### src/rtl/ray_pkg.sv
// ray_pkg: shared state encoding, basis-vector type and default widths for the ray generator
package ray_pkg;
    localparam int RG_COORD_W   = 11;
    localparam int RG_DIM_W     = 13;
    localparam int RG_DIR_W     = 32;
    localparam int RG_IDX_W     = 26;
    localparam int RG_MAX_CORES = 8;

    typedef enum logic [1:0] {RG_IDLE, RG_INIT, RG_RUN} rg_state_t;

    typedef struct packed {
        logic signed [RG_COORD_W-1:0] x;
        logic signed [RG_COORD_W-1:0] y;
        logic signed [RG_COORD_W-1:0] z;
    } vec3_t;
endpackage

### src/rtl/ray_axis_mac.sv
// ray_axis_mac: one axis of the ray direction, dir = right*u + up*v + fwd
//   right, up, fwd : signed COORD_W basis components for this axis
//   u, v           : signed DIM_W+1 pixel offsets from the image centre
//   dir            : signed DIR_W sum, products sign-extended, no saturation
module ray_axis_mac
    import ray_pkg::*;
#(
    parameter int COORD_W = RG_COORD_W,
    parameter int DIM_W   = RG_DIM_W,
    parameter int DIR_W   = RG_DIR_W
) (
    input  logic signed [COORD_W-1:0] right,
    input  logic signed [COORD_W-1:0] up,
    input  logic signed [COORD_W-1:0] fwd,
    input  logic signed [DIM_W:0]     u,
    input  logic signed [DIM_W:0]     v,
    output logic signed [DIR_W-1:0]   dir
);
    localparam int PW = COORD_W + DIM_W + 1;

    logic signed [PW-1:0] pr;
    logic signed [PW-1:0] pu;

    always_comb begin
        pr  = PW'(right) * PW'(u);
        pu  = PW'(up) * PW'(v);
        dir = DIR_W'(pr) + DIR_W'(pu) + DIR_W'(fwd);
    end
endmodule

### src/rtl/ray_gen_strided.sv
// ray_gen_strided: strided primary-ray generator for one core of an N-core tracing array
//   clk, reset              : single clock, synchronous active-high reset
//   start, abort            : frame start (IDLE only) and synchronous frame cancel
//   core_id, num_cores      : this core's slot and the core count N
//   image_width/height      : frame size W x H
//   cam_fwd/right/up_*      : signed camera basis, shadowed at start
//   ray_valid/ready         : output beat handshake
//   ray_dir_*, pixel_*      : beat payload (direction, x, y, y*W+x)
//   ray_last, busy, done    : framing; done pulses after the final handshake
//   cfg_err                 : pulses when a start is rejected for bad configuration
module ray_gen_strided
    import ray_pkg::*;
#(
    parameter int COORD_W   = RG_COORD_W,
    parameter int DIM_W     = RG_DIM_W,
    parameter int DIR_W     = RG_DIR_W,
    parameter int IDX_W     = RG_IDX_W,
    parameter int MAX_CORES = RG_MAX_CORES,
    localparam int CID_W    = $clog2(MAX_CORES),
    localparam int NC_W     = $clog2(MAX_CORES + 1)
) (
    input  logic                      clk,
    input  logic                      reset,
    input  logic                      start,
    input  logic                      abort,
    input  logic [CID_W-1:0]          core_id,
    input  logic [NC_W-1:0]           num_cores,
    input  logic [DIM_W-1:0]          image_width,
    input  logic [DIM_W-1:0]          image_height,
    input  logic signed [COORD_W-1:0] cam_fwd_x,
    input  logic signed [COORD_W-1:0] cam_fwd_y,
    input  logic signed [COORD_W-1:0] cam_fwd_z,
    input  logic signed [COORD_W-1:0] cam_right_x,
    input  logic signed [COORD_W-1:0] cam_right_y,
    input  logic signed [COORD_W-1:0] cam_right_z,
    input  logic signed [COORD_W-1:0] cam_up_x,
    input  logic signed [COORD_W-1:0] cam_up_y,
    input  logic signed [COORD_W-1:0] cam_up_z,
    output logic                      ray_valid,
    input  logic                      ray_ready,
    output logic signed [DIR_W-1:0]   ray_dir_x,
    output logic signed [DIR_W-1:0]   ray_dir_y,
    output logic signed [DIR_W-1:0]   ray_dir_z,
    output logic [DIM_W-1:0]          pixel_x,
    output logic [DIM_W-1:0]          pixel_y,
    output logic [IDX_W-1:0]          pixel_index,
    output logic                      ray_last,
    output logic                      busy,
    output logic                      done,
    output logic                      cfg_err
);
    rg_state_t state_q, state_d;
    logic busy_q, busy_d, done_q, done_d, cfg_err_q, cfg_err_d, valid_q, valid_d, last_q, last_d;
    logic signed [DIR_W-1:0] dir_x_q, dir_x_d, dir_y_q, dir_y_d, dir_z_q, dir_z_d;
    logic [DIM_W-1:0] px_q, px_d, py_q, py_d;
    logic [IDX_W-1:0] pidx_q, pidx_d;
    logic [DIM_W-1:0] it_x_q, it_x_d, it_y_q, it_y_d;
    logic [IDX_W-1:0] it_idx_q, it_idx_d;
    logic [DIM_W-1:0] w_q, w_d, h_q, h_d;
    logic [NC_W-1:0] n_q, n_d;
    logic [CID_W-1:0] id_q, id_d;
    vec3_t fwd_q, fwd_d, right_q, right_d, up_q, up_d;

    logic [2*DIM_W-1:0] wh;
    logic cfg_bad, id_ge_wh, wrap, last_nxt;
    logic [DIM_W:0] xs;
    logic [IDX_W:0] idx_n;
    logic signed [DIM_W:0] u, v;
    logic signed [DIR_W-1:0] mac_x, mac_y, mac_z;

    // One multiplier serves both the start-time check (live inputs) and the frame (shadow copy).
    assign wh       = (state_q == RG_IDLE) ? image_width * image_height : w_q * h_q;
    assign cfg_bad  = image_width == '0 || image_height == '0 || num_cores == '0 ||
                      num_cores > NC_W'(MAX_CORES) || NC_W'(core_id) >= num_cores ||
                      image_width < DIM_W'(num_cores);
    assign id_ge_wh = (2*DIM_W)'(core_id) >= wh;

    // W >= N guarantees x+N wraps past W at most once.
    assign xs       = {1'b0, it_x_q} + (DIM_W+1)'(n_q);
    assign wrap     = xs >= {1'b0, w_q};
    assign idx_n    = {1'b0, it_idx_q} + (IDX_W+1)'(n_q);
    assign last_nxt = idx_n >= (IDX_W+1)'(wh);

    assign u = $signed({1'b0, it_x_q}) - $signed({2'b0, w_q[DIM_W-1:1]});
    assign v = $signed({2'b0, h_q[DIM_W-1:1]}) - $signed({1'b0, it_y_q});

    ray_axis_mac #(.COORD_W(COORD_W), .DIM_W(DIM_W), .DIR_W(DIR_W)) u_mac_x (
        .right(right_q.x), .up(up_q.x), .fwd(fwd_q.x), .u(u), .v(v), .dir(mac_x));
    ray_axis_mac #(.COORD_W(COORD_W), .DIM_W(DIM_W), .DIR_W(DIR_W)) u_mac_y (
        .right(right_q.y), .up(up_q.y), .fwd(fwd_q.y), .u(u), .v(v), .dir(mac_y));
    ray_axis_mac #(.COORD_W(COORD_W), .DIM_W(DIM_W), .DIR_W(DIR_W)) u_mac_z (
        .right(right_q.z), .up(up_q.z), .fwd(fwd_q.z), .u(u), .v(v), .dir(mac_z));

    always_comb begin
        state_d   = state_q;
        busy_d    = busy_q;
        done_d    = 1'b0;
        cfg_err_d = 1'b0;
        valid_d   = valid_q;
        last_d    = last_q;
        dir_x_d   = dir_x_q;
        dir_y_d   = dir_y_q;
        dir_z_d   = dir_z_q;
        px_d      = px_q;
        py_d      = py_q;
        pidx_d    = pidx_q;
        it_x_d    = it_x_q;
        it_y_d    = it_y_q;
        it_idx_d  = it_idx_q;
        w_d       = w_q;
        h_d       = h_q;
        n_d       = n_q;
        id_d      = id_q;
        fwd_d     = fwd_q;
        right_d   = right_q;
        up_d      = up_q;
        if (state_q == RG_IDLE) begin
            if (start && !abort) begin
                w_d     = image_width;
                h_d     = image_height;
                n_d     = num_cores;
                id_d    = core_id;
                fwd_d   = {cam_fwd_x, cam_fwd_y, cam_fwd_z};
                right_d = {cam_right_x, cam_right_y, cam_right_z};
                up_d    = {cam_up_x, cam_up_y, cam_up_z};
                if (cfg_bad) begin
                    cfg_err_d = 1'b1;
                end else if (id_ge_wh) begin
                    done_d = 1'b1;
                end else begin
                    state_d = RG_INIT;
                    busy_d  = 1'b1;
                end
            end
        end else if (state_q == RG_INIT) begin
            it_x_d   = DIM_W'(id_q);
            it_y_d   = '0;
            it_idx_d = IDX_W'(id_q);
            state_d  = RG_RUN;
        end else begin
            if (valid_q && ray_ready && last_q) begin
                valid_d = 1'b0;
                last_d  = 1'b0;
                busy_d  = 1'b0;
                done_d  = 1'b1;
                state_d = RG_IDLE;
            end else if (!valid_q || ray_ready) begin
                // Output slot is empty or draining: load the next pixel and advance the walker.
                valid_d  = 1'b1;
                last_d   = last_nxt;
                dir_x_d  = mac_x;
                dir_y_d  = mac_y;
                dir_z_d  = mac_z;
                px_d     = it_x_q;
                py_d     = it_y_q;
                pidx_d   = it_idx_q;
                it_x_d   = DIM_W'(wrap ? xs - {1'b0, w_q} : xs);
                it_y_d   = wrap ? it_y_q + 1'b1 : it_y_q;
                it_idx_d = IDX_W'(idx_n);
            end
        end
        if (abort && state_q != RG_IDLE) begin
            state_d = RG_IDLE;
            valid_d = 1'b0;
            last_d  = 1'b0;
            busy_d  = 1'b0;
            done_d  = 1'b0;
        end
    end

    always_ff @(posedge clk) begin
        if (reset) begin
            state_q   <= RG_IDLE;
            busy_q    <= 1'b0;
            done_q    <= 1'b0;
            cfg_err_q <= 1'b0;
            valid_q   <= 1'b0;
            last_q    <= 1'b0;
            dir_x_q   <= '0;
            dir_y_q   <= '0;
            dir_z_q   <= '0;
            px_q      <= '0;
            py_q      <= '0;
            pidx_q    <= '0;
            it_x_q    <= '0;
            it_y_q    <= '0;
            it_idx_q  <= '0;
            w_q       <= '0;
            h_q       <= '0;
            n_q       <= '0;
            id_q      <= '0;
            fwd_q     <= '0;
            right_q   <= '0;
            up_q      <= '0;
        end else begin
            state_q   <= state_d;
            busy_q    <= busy_d;
            done_q    <= done_d;
            cfg_err_q <= cfg_err_d;
            valid_q   <= valid_d;
            last_q    <= last_d;
            dir_x_q   <= dir_x_d;
            dir_y_q   <= dir_y_d;
            dir_z_q   <= dir_z_d;
            px_q      <= px_d;
            py_q      <= py_d;
            pidx_q    <= pidx_d;
            it_x_q    <= it_x_d;
            it_y_q    <= it_y_d;
            it_idx_q  <= it_idx_d;
            w_q       <= w_d;
            h_q       <= h_d;
            n_q       <= n_d;
            id_q      <= id_d;
            fwd_q     <= fwd_d;
            right_q   <= right_d;
            up_q      <= up_d;
        end
    end

    assign ray_valid   = valid_q;
    assign ray_dir_x   = dir_x_q;
    assign ray_dir_y   = dir_y_q;
    assign ray_dir_z   = dir_z_q;
    assign pixel_x     = px_q;
    assign pixel_y     = py_q;
    assign pixel_index = pidx_q;
    assign ray_last    = last_q;
    assign busy        = busy_q;
    assign done        = done_q;
    assign cfg_err     = cfg_err_q;
endmodule
### config.mk
export PLATFORM = sky130hd
export DESIGN_NAME = ray_gen_strided
export DESIGN_NICKNAME = d
export VERILOG_FILES = /design/src/rtl/ray_pkg.sv /design/src/rtl/ray_axis_mac.sv /design/src/rtl/ray_gen_strided.sv
export SDC_FILE = /design/constraint.sdc
export NUM_CORES = 2
export LEC_CHECK = 0
export ABC_AREA = 1
export CAP_MARGIN = 20
export CORE_ASPECT_RATIO = 1.1
export CORE_UTILIZATION = 55
export CTS_CLUSTER_SIZE = 16
export DETAILED_ROUTE_END_ITERATION = 6
export PLACE_DENSITY = 0.73
export SYNTH_ARGS = -nofsm -noshare
export SYNTH_HDL_FRONTEND = slang
export SYNTH_SLANG_ARGS = --single-unit
### constraint.sdc
create_clock -name clk -period 15.1 [get_ports clk]
set_clock_uncertainty 0.15 [all_clocks]
set_input_delay 3.775 -clock clk [delete_from_list [all_inputs] [get_ports clk]]
set_output_delay 3.775 -clock clk [all_outputs]
set_load 0.005 [all_outputs]
After elaboration in Yosys (flattened, before gate mapping). Cells that the tools add are included.

Register bits: 339. Input bits: 137. Output and inout port bits: 153. Word-level logic and storage cells: 130.

$add $sub $neg: 12. Multipliers: 8. $lt $le $gt $ge: 6. Equality and inequality tests: 6. Mux-type cells: 35. Bitwise logic cells: 4. Reduce and logical (&&, ||, !) cells: 31.

Operators by type and width (count): $mul A11 B14 Y25 (6); $mux W13 (8); $mux W26 (4); $add A26 B11 Y27 (3); $add A25 B25 Y26 (3); $mul A13 B13 Y26 (2); $add A26 B4 Y27 (1); $ge A27 B26 Y1 (1); $ge A3 B26 Y1 (1); $logic_not A13 Y1 (2); $mux W1 (17); $add A13 B4 Y14 (1); $ge A14 B13 Y1 (1); $sub A12 B13 Y14 (1); $sub A13 B12 Y14 (1); $add A13 B1 Y13 const B (1); $lt A13 B4 Y1 (1); $sub A13 B13 Y13 (1); $mux W2 (6); $reduce_and A4 Y1 (3); $reduce_bool A2 Y1 (5); $ne A2 B2 Y1 const B (4); $logic_or A1 B1 Y1 (6); $reduce_and A3 Y1 (2); other kinds (14) (21).

Longest topological paths before layout.
Depth after elaboration: 9. Mapped depth: 48. Gate-level depth less buffers: 47.

Hierarchy. A second synthesis with hierarchy kept.

Cell total of the unflattened synthesis: 9006. Area, all modules: 68694.6 um^2.

Modules (own cells, without submodules): ray_gen_strided (instances 1, cells an instance 3950, area each 28060.7 um^2, seq. area each 6786.5 um^2); ray_axis_mac (u_mac_x) (instances 1, cells an instance 1704, area each 13633.1 um^2, seq. area each 0.0 um^2); ray_axis_mac (u_mac_z) (instances 1, cells an instance 1696, area each 13573.0 um^2, seq. area each 0.0 um^2); ray_axis_mac (u_mac_y) (instances 1, cells an instance 1656, area each 13427.9 um^2, seq. area each 0.0 um^2).

Worst setup path before layout. OpenSTA, ideal clock, no wires.

Kind: input-to-reg. From: input port image_width[8]. To: register last_q (netlist: ray_last). Setup time: 0.116 ns. Arrival: 8.862 ns. Data required time: 14.834 ns. Path slack: 5.972 ns. Cell stages on the path: 30. Buffers on the path: 1. Cell sequence: clkbuf_1 -> nand2_1 -> fa_1 -> inv_1 -> fa_1 -> inv_1 -> fa_1 -> inv_1 -> fa_1 -> fa_1 -> ha_1 -> nand2_1 -> nor2_1 -> nand2_1 -> nand3_1 -> nand2_1 -> nand3b_1 -> nand3_1 -> nand2_1 -> inv_1 -> ha_1 -> nand2_1 -> nor2_1 -> a211oi_1 -> o221ai_1 -> nor3b_1 -> nor2_1 -> nand3_1 -> nand2_1 -> a21oi_1.

Word-level cells in the longest chain between the ends: 5.

Ends and longest elaborated chain: from (decl) (line ray_gen_strided.sv:28) `input logic [DIM_W-1:0] image_width,`; $mul A13 B13 Y26 (line ray_gen_strided.sv:72) `assign wh = (state_q == RG_IDLE) ? image_width * image_height : w_q * h_q;`; $mux W26 (line ray_gen_strided.sv:72); $ge A27 B26 Y1 (line ray_gen_strided.sv:82) `assign last_nxt = idx_n >= (IDX_W+1)'(wh);`; $mux W1 (line ray_gen_strided.sv:147) `end else if (!valid_q || ray_ready) begin`; $mux W1 (line ray_gen_strided.sv:141) `if (valid_q && ray_ready && last_q) begin`; to (signal assigned) (line ray_gen_strided.sv:201) `last_q <= last_d;`; to (decl) (line ray_gen_strided.sv:53) `logic busy_q, busy_d, done_q, done_d, cfg_err_q, cfg_err_d, valid_q, valid_d, last_q, last_d;`.

No other way between the ends. The select of a mux whose other input is x is not followed. A chain may end at the register's enable or synchronous reset.

Final worst setup path.
From: register w_q[3]. To: register dir_x_q[19] (netlist: ray_dir_x[19]).

Word-level cells in the longest chain between the ends: 4.

Ends and longest elaborated chain: from (decl) (line ray_gen_strided.sv:59) `logic [DIM_W-1:0] w_q, w_d, h_q, h_d;`; from (signal assigned) (line ray_gen_strided.sv:211) `w_q <= w_d;`; $sub A13 B12 Y14 (line ray_gen_strided.sv:84) `assign u = $signed({1'b0, it_x_q}) - $signed({2'b0, w_q[DIM_W-1:1]});`; $mul A11 B14 Y25 (line ray_axis_mac.sv:25) `pr = PW'(right) * PW'(u);`; $add A25 B25 Y26 (line ray_axis_mac.sv:27) `dir = DIR_W'(pr) + DIR_W'(pu) + DIR_W'(fwd);`; $add A26 B11 Y27 (line ray_axis_mac.sv:27); to (signal assigned) (line ray_gen_strided.sv:202) `dir_x_q <= dir_x_d;`; to (decl) (line ray_gen_strided.sv:54) `logic signed [DIR_W-1:0] dir_x_q, dir_x_d, dir_y_q, dir_y_d, dir_z_q, dir_z_d;`.

No other way between the ends.

==> flow_summary.toml <==
[grt]
grt_pass1_vias = 55700
groute.usage.overall_pct = 34.1
antenna_found_initial = 2
grt_pass1_wl_mm = 310
met3_usage_pct = 4.81
grt-ovfl-total = 0
grtUsageMet2_pct = 56.1
busiest_layer = "met2"
use_met1_pct = 42.8
grt_start_max_net_pins = 149

[critical_path]
r2r_cells = 34
crit_path_end = "ray_dir_x[19]$_SDFFE_PP0P_"
critPathMaxStageDelay_ns = 0.96
crit_type = "reg2reg"
worstPathRequired_ns = 15.47
crit_start = "w_q[3]$_SDFFE_PP0P_"
timing.rr.end = "ray_dir_x[19]$_SDFFE_PP0P_"
cp_top_family = "adder cells"
worst-path-stages = 34
cp-end-kind = "register"
worstPathArrival_ns = 10.64
ff2ff_setup_slack_ns = 4.83
critPathMaxFanout = 18
r2r-start = "w_q[3]$_SDFFE_PP0P_"
slowest_stage = "clkinv_1"
path_buf_inv = 9
start_kind = "register"

[clock_tree]
h-tree-depth = 2
cts_buffers = 44
cts.sinks = 324
cts_max_path_buffers = 3
cts_tree = "yes"
clockRootBuffer = "clkbuf_16"
cts_resized = 0
post_cts_buffers = 0
hold_buffers = 0
clk_latency_ns = 0.65
clk_pin_slew_worst_paths_ns = 0.07

[placement]
place.gp.congestion = 0.986
dp.final_hpwl_mm = 159
portBuffers = 289

[drt]
viasPerCell = 5.42
via_count = 53100
drcViolationCount = 0
routed_wl_mm = 197
ant_nets = 0
drt-pass1-iter-count = 6
wire_per_inst_um = 20.1
drt_iter0_markers = 3913

[final_layout]
fillCellCount = 10500
area_growth_pct = 8.44
drive_gt1_share_pct = 2.69
nNetsFinal = 10200

[synthesis]
ys_ff_latch = 324
yosysWarningCount = 0
synth_top_family_by_area = "adder cells"
synth_xor_area_share_pct = 1.85
muxShareOfSynthArea_pct = 0.0307
yosys.area_share.simple_pct = 15.9
ys_seq_area_share_pct = 9.94
synth_edf_count = 0
synth-main-ff-cell = "dfxtp_1"
avgSynthCellArea_sq_um = 8.02
ys_async_sr_fraction_pct = 0
syn-num-nets = 10200
synth-compound-area-share_pct = 6.29
syn_inst = 8136
synth_area_sq_mm = 0.0653
synth_cell_types = 57
yosys.area_share.adder_pct = 51.7

[floorplanning]
initial_core_util_pct = 55.4
num_rows = 132
core_sq_mm = 0.118
die_area_sq_mm = 0.120
ios = 290
die_w_um = 330
fp.dieH_um = 363

[sta]
max_freq_ghz = 0.0974
maxSlewHeadroom_pct = 23.1
finalMaxSlewViolations = 0
tns_ns = 0
setup_viol = 0
rsz0062_at_grt = "no"
period_share_pct = 68.0
final-hold-violation-count = 0
tightest_slew_ns = 1.15
finalWorstPathRequiredPeriod_ns = 10.27

[hold_path]
hold_class = "reg2reg"

[run_status]
status = "completed"

[flow_run]
drv_cap = 0
==> layer usage <==
layer	up-vias	wire length (um)
met2	2141	93000
met4	2	14200
li1	24000	-
met3	513	14700
met5	-	13
met1	26400	74800
==> tightest hold or removal path, cell delays in order, from the launching register on <==
cell	delay (ns)
dfxtp_1	0.31
inv_1	0.05
a21oi_1	0.05
==> worst min path at each step <==
stage,start,end,cells after the start
floorplan,busy$_SDFFE_PP0P_,busy$_SDFFE_PP0P_,2
global placement,busy$_SDFFE_PP0P_,busy$_SDFFE_PP0P_,2
detailed placement,busy$_SDFFE_PP0P_,busy$_SDFFE_PP0P_,2
CTS,busy$_SDFFE_PP0P_,busy$_SDFFE_PP0P_,2
global route,busy$_SDFFE_PP0P_,busy$_SDFFE_PP0P_,2
finish,busy$_SDFFE_PP0P_,busy$_SDFFE_PP0P_,2
==> cells in the final DEF (no fill, tap or decap), drive strengths merged, types with 4 or more instances in the layout <==
| cell | instances |
|---|---|
| nand3b | 7 |
| dfxtp | 324 |
| a211oi | 5 |
| o21bai | 11 |
| clkinv | 24 |
| clkinvlp | 5 |
| o21a | 5 |
| fa | 1351 |
| clkbuf | 55 |
| a31oi | 15 |
| nand3 | 183 |
| nand2 | 1413 |
| ha | 535 |
| nand4 | 50 |
| or2 | 19 |
| buf | 58 |
| a21oi | 342 |
| o31ai | 4 |
| nor2 | 846 |
| bufinv | 4 |
| o211ai | 21 |
| nor4 | 20 |
| xor2 | 80 |
| a21o | 15 |
| nor3 | 32 |
| a31o | 4 |
| clkdlybuf4s50 | 288 |
| o221ai | 5 |
| inv | 2131 |
| o21ai | 327 |
| xnor2 | 58 |
==> area by class of cell <==
class / count / area (sq um) / share of cell area, %
inverters: 2138 / 8040 / 11.4
well taps: 1541 / 1930 / 2.72
flip-flops and latches: 324 / 6490 / 9.16
clock inverters: 26 / 320 / 0.452
diodes: 3 / 7.51 / 0.0106
repair buffers: 346 / 3350 / 4.73
clock buffers: 55 / 1180 / 1.67
multi-input cells: 5365 / 49500 / 69.9
==> sequential cells by signal, summed over array words and instances (netlist names), 3 cells and up <==
register / count
fwd_q: 33
h_q: 13
id_q: 3
it_idx_q: 26
it_x_q: 13
it_y_q: 13
n_q: 4
pixel_index: 26
pixel_x: 13
pixel_y: 13
ray_dir_x: 27
ray_dir_y: 27
ray_dir_z: 27
right_q: 33
up_q: 33
w_q: 13
==> per-stage QoR <==
step / util, % / cells / setup slack [ns] / hold WS, ns / area (sq um)
6_report: 60.1 / 9798 / 4.83 / 0.303 / 70800
5_1_grt: 60.1 / 9796 / 4.38 / 0.333 / 70800
4_1_cts: 60.1 / 9794 / 5.02 / 0.306 / 70800
3_5_place_dp: 58.8 / 9713 / 4.55 / 0.292 / 69300
3_3_place_gp: 58.8 / 9712 / 4.63 / 0.290 / 69300
2_1_floorplan: - / 8136 / 5.97 / 0.294 / 65300
==> cells by family after synthesis <==
family                     Yosys count
DFF                                324
buffers and inverters             2447
xor gates and xnor gates           138
and+or+nand+nor                   2577
AOI/OAI and AO/OA                  762
adders and majority gates         1886
muxes                                2
==> synthesized netlist by cell type (11+ instances only) <==
library cell,count,area (sq um)
a21o_1,15,113
a21oi_1,329,1650
a21oi_2,13,114
a31oi_1,15,93.8
buf_1,20,75.1
buf_2,36,180
buf_4,20,150
clkbuf_1,230,863
clkinv_1,17,63.8
dfxtp_1,324,6490
fa_1,1351,27000
ha_1,535,6690
inv_1,2103,7890
inv_2,18,67.6
nand2_1,1398,5250
nand2_2,11,68.8
nand3_1,181,906
nand4_1,48,300
nor2_1,835,3130
nor3_1,28,140
nor4_1,19,119
o211ai_1,21,158
o21ai_0,309,1550
o21ai_1,15,75.1
o21bai_1,11,82.6
or2_2,12,75.1
xnor2_1,58,508
xor2_1,80,701
Power is not shown: default switching activity piles up to over one toggle a cycle in this logic, so the estimate is an artifact.
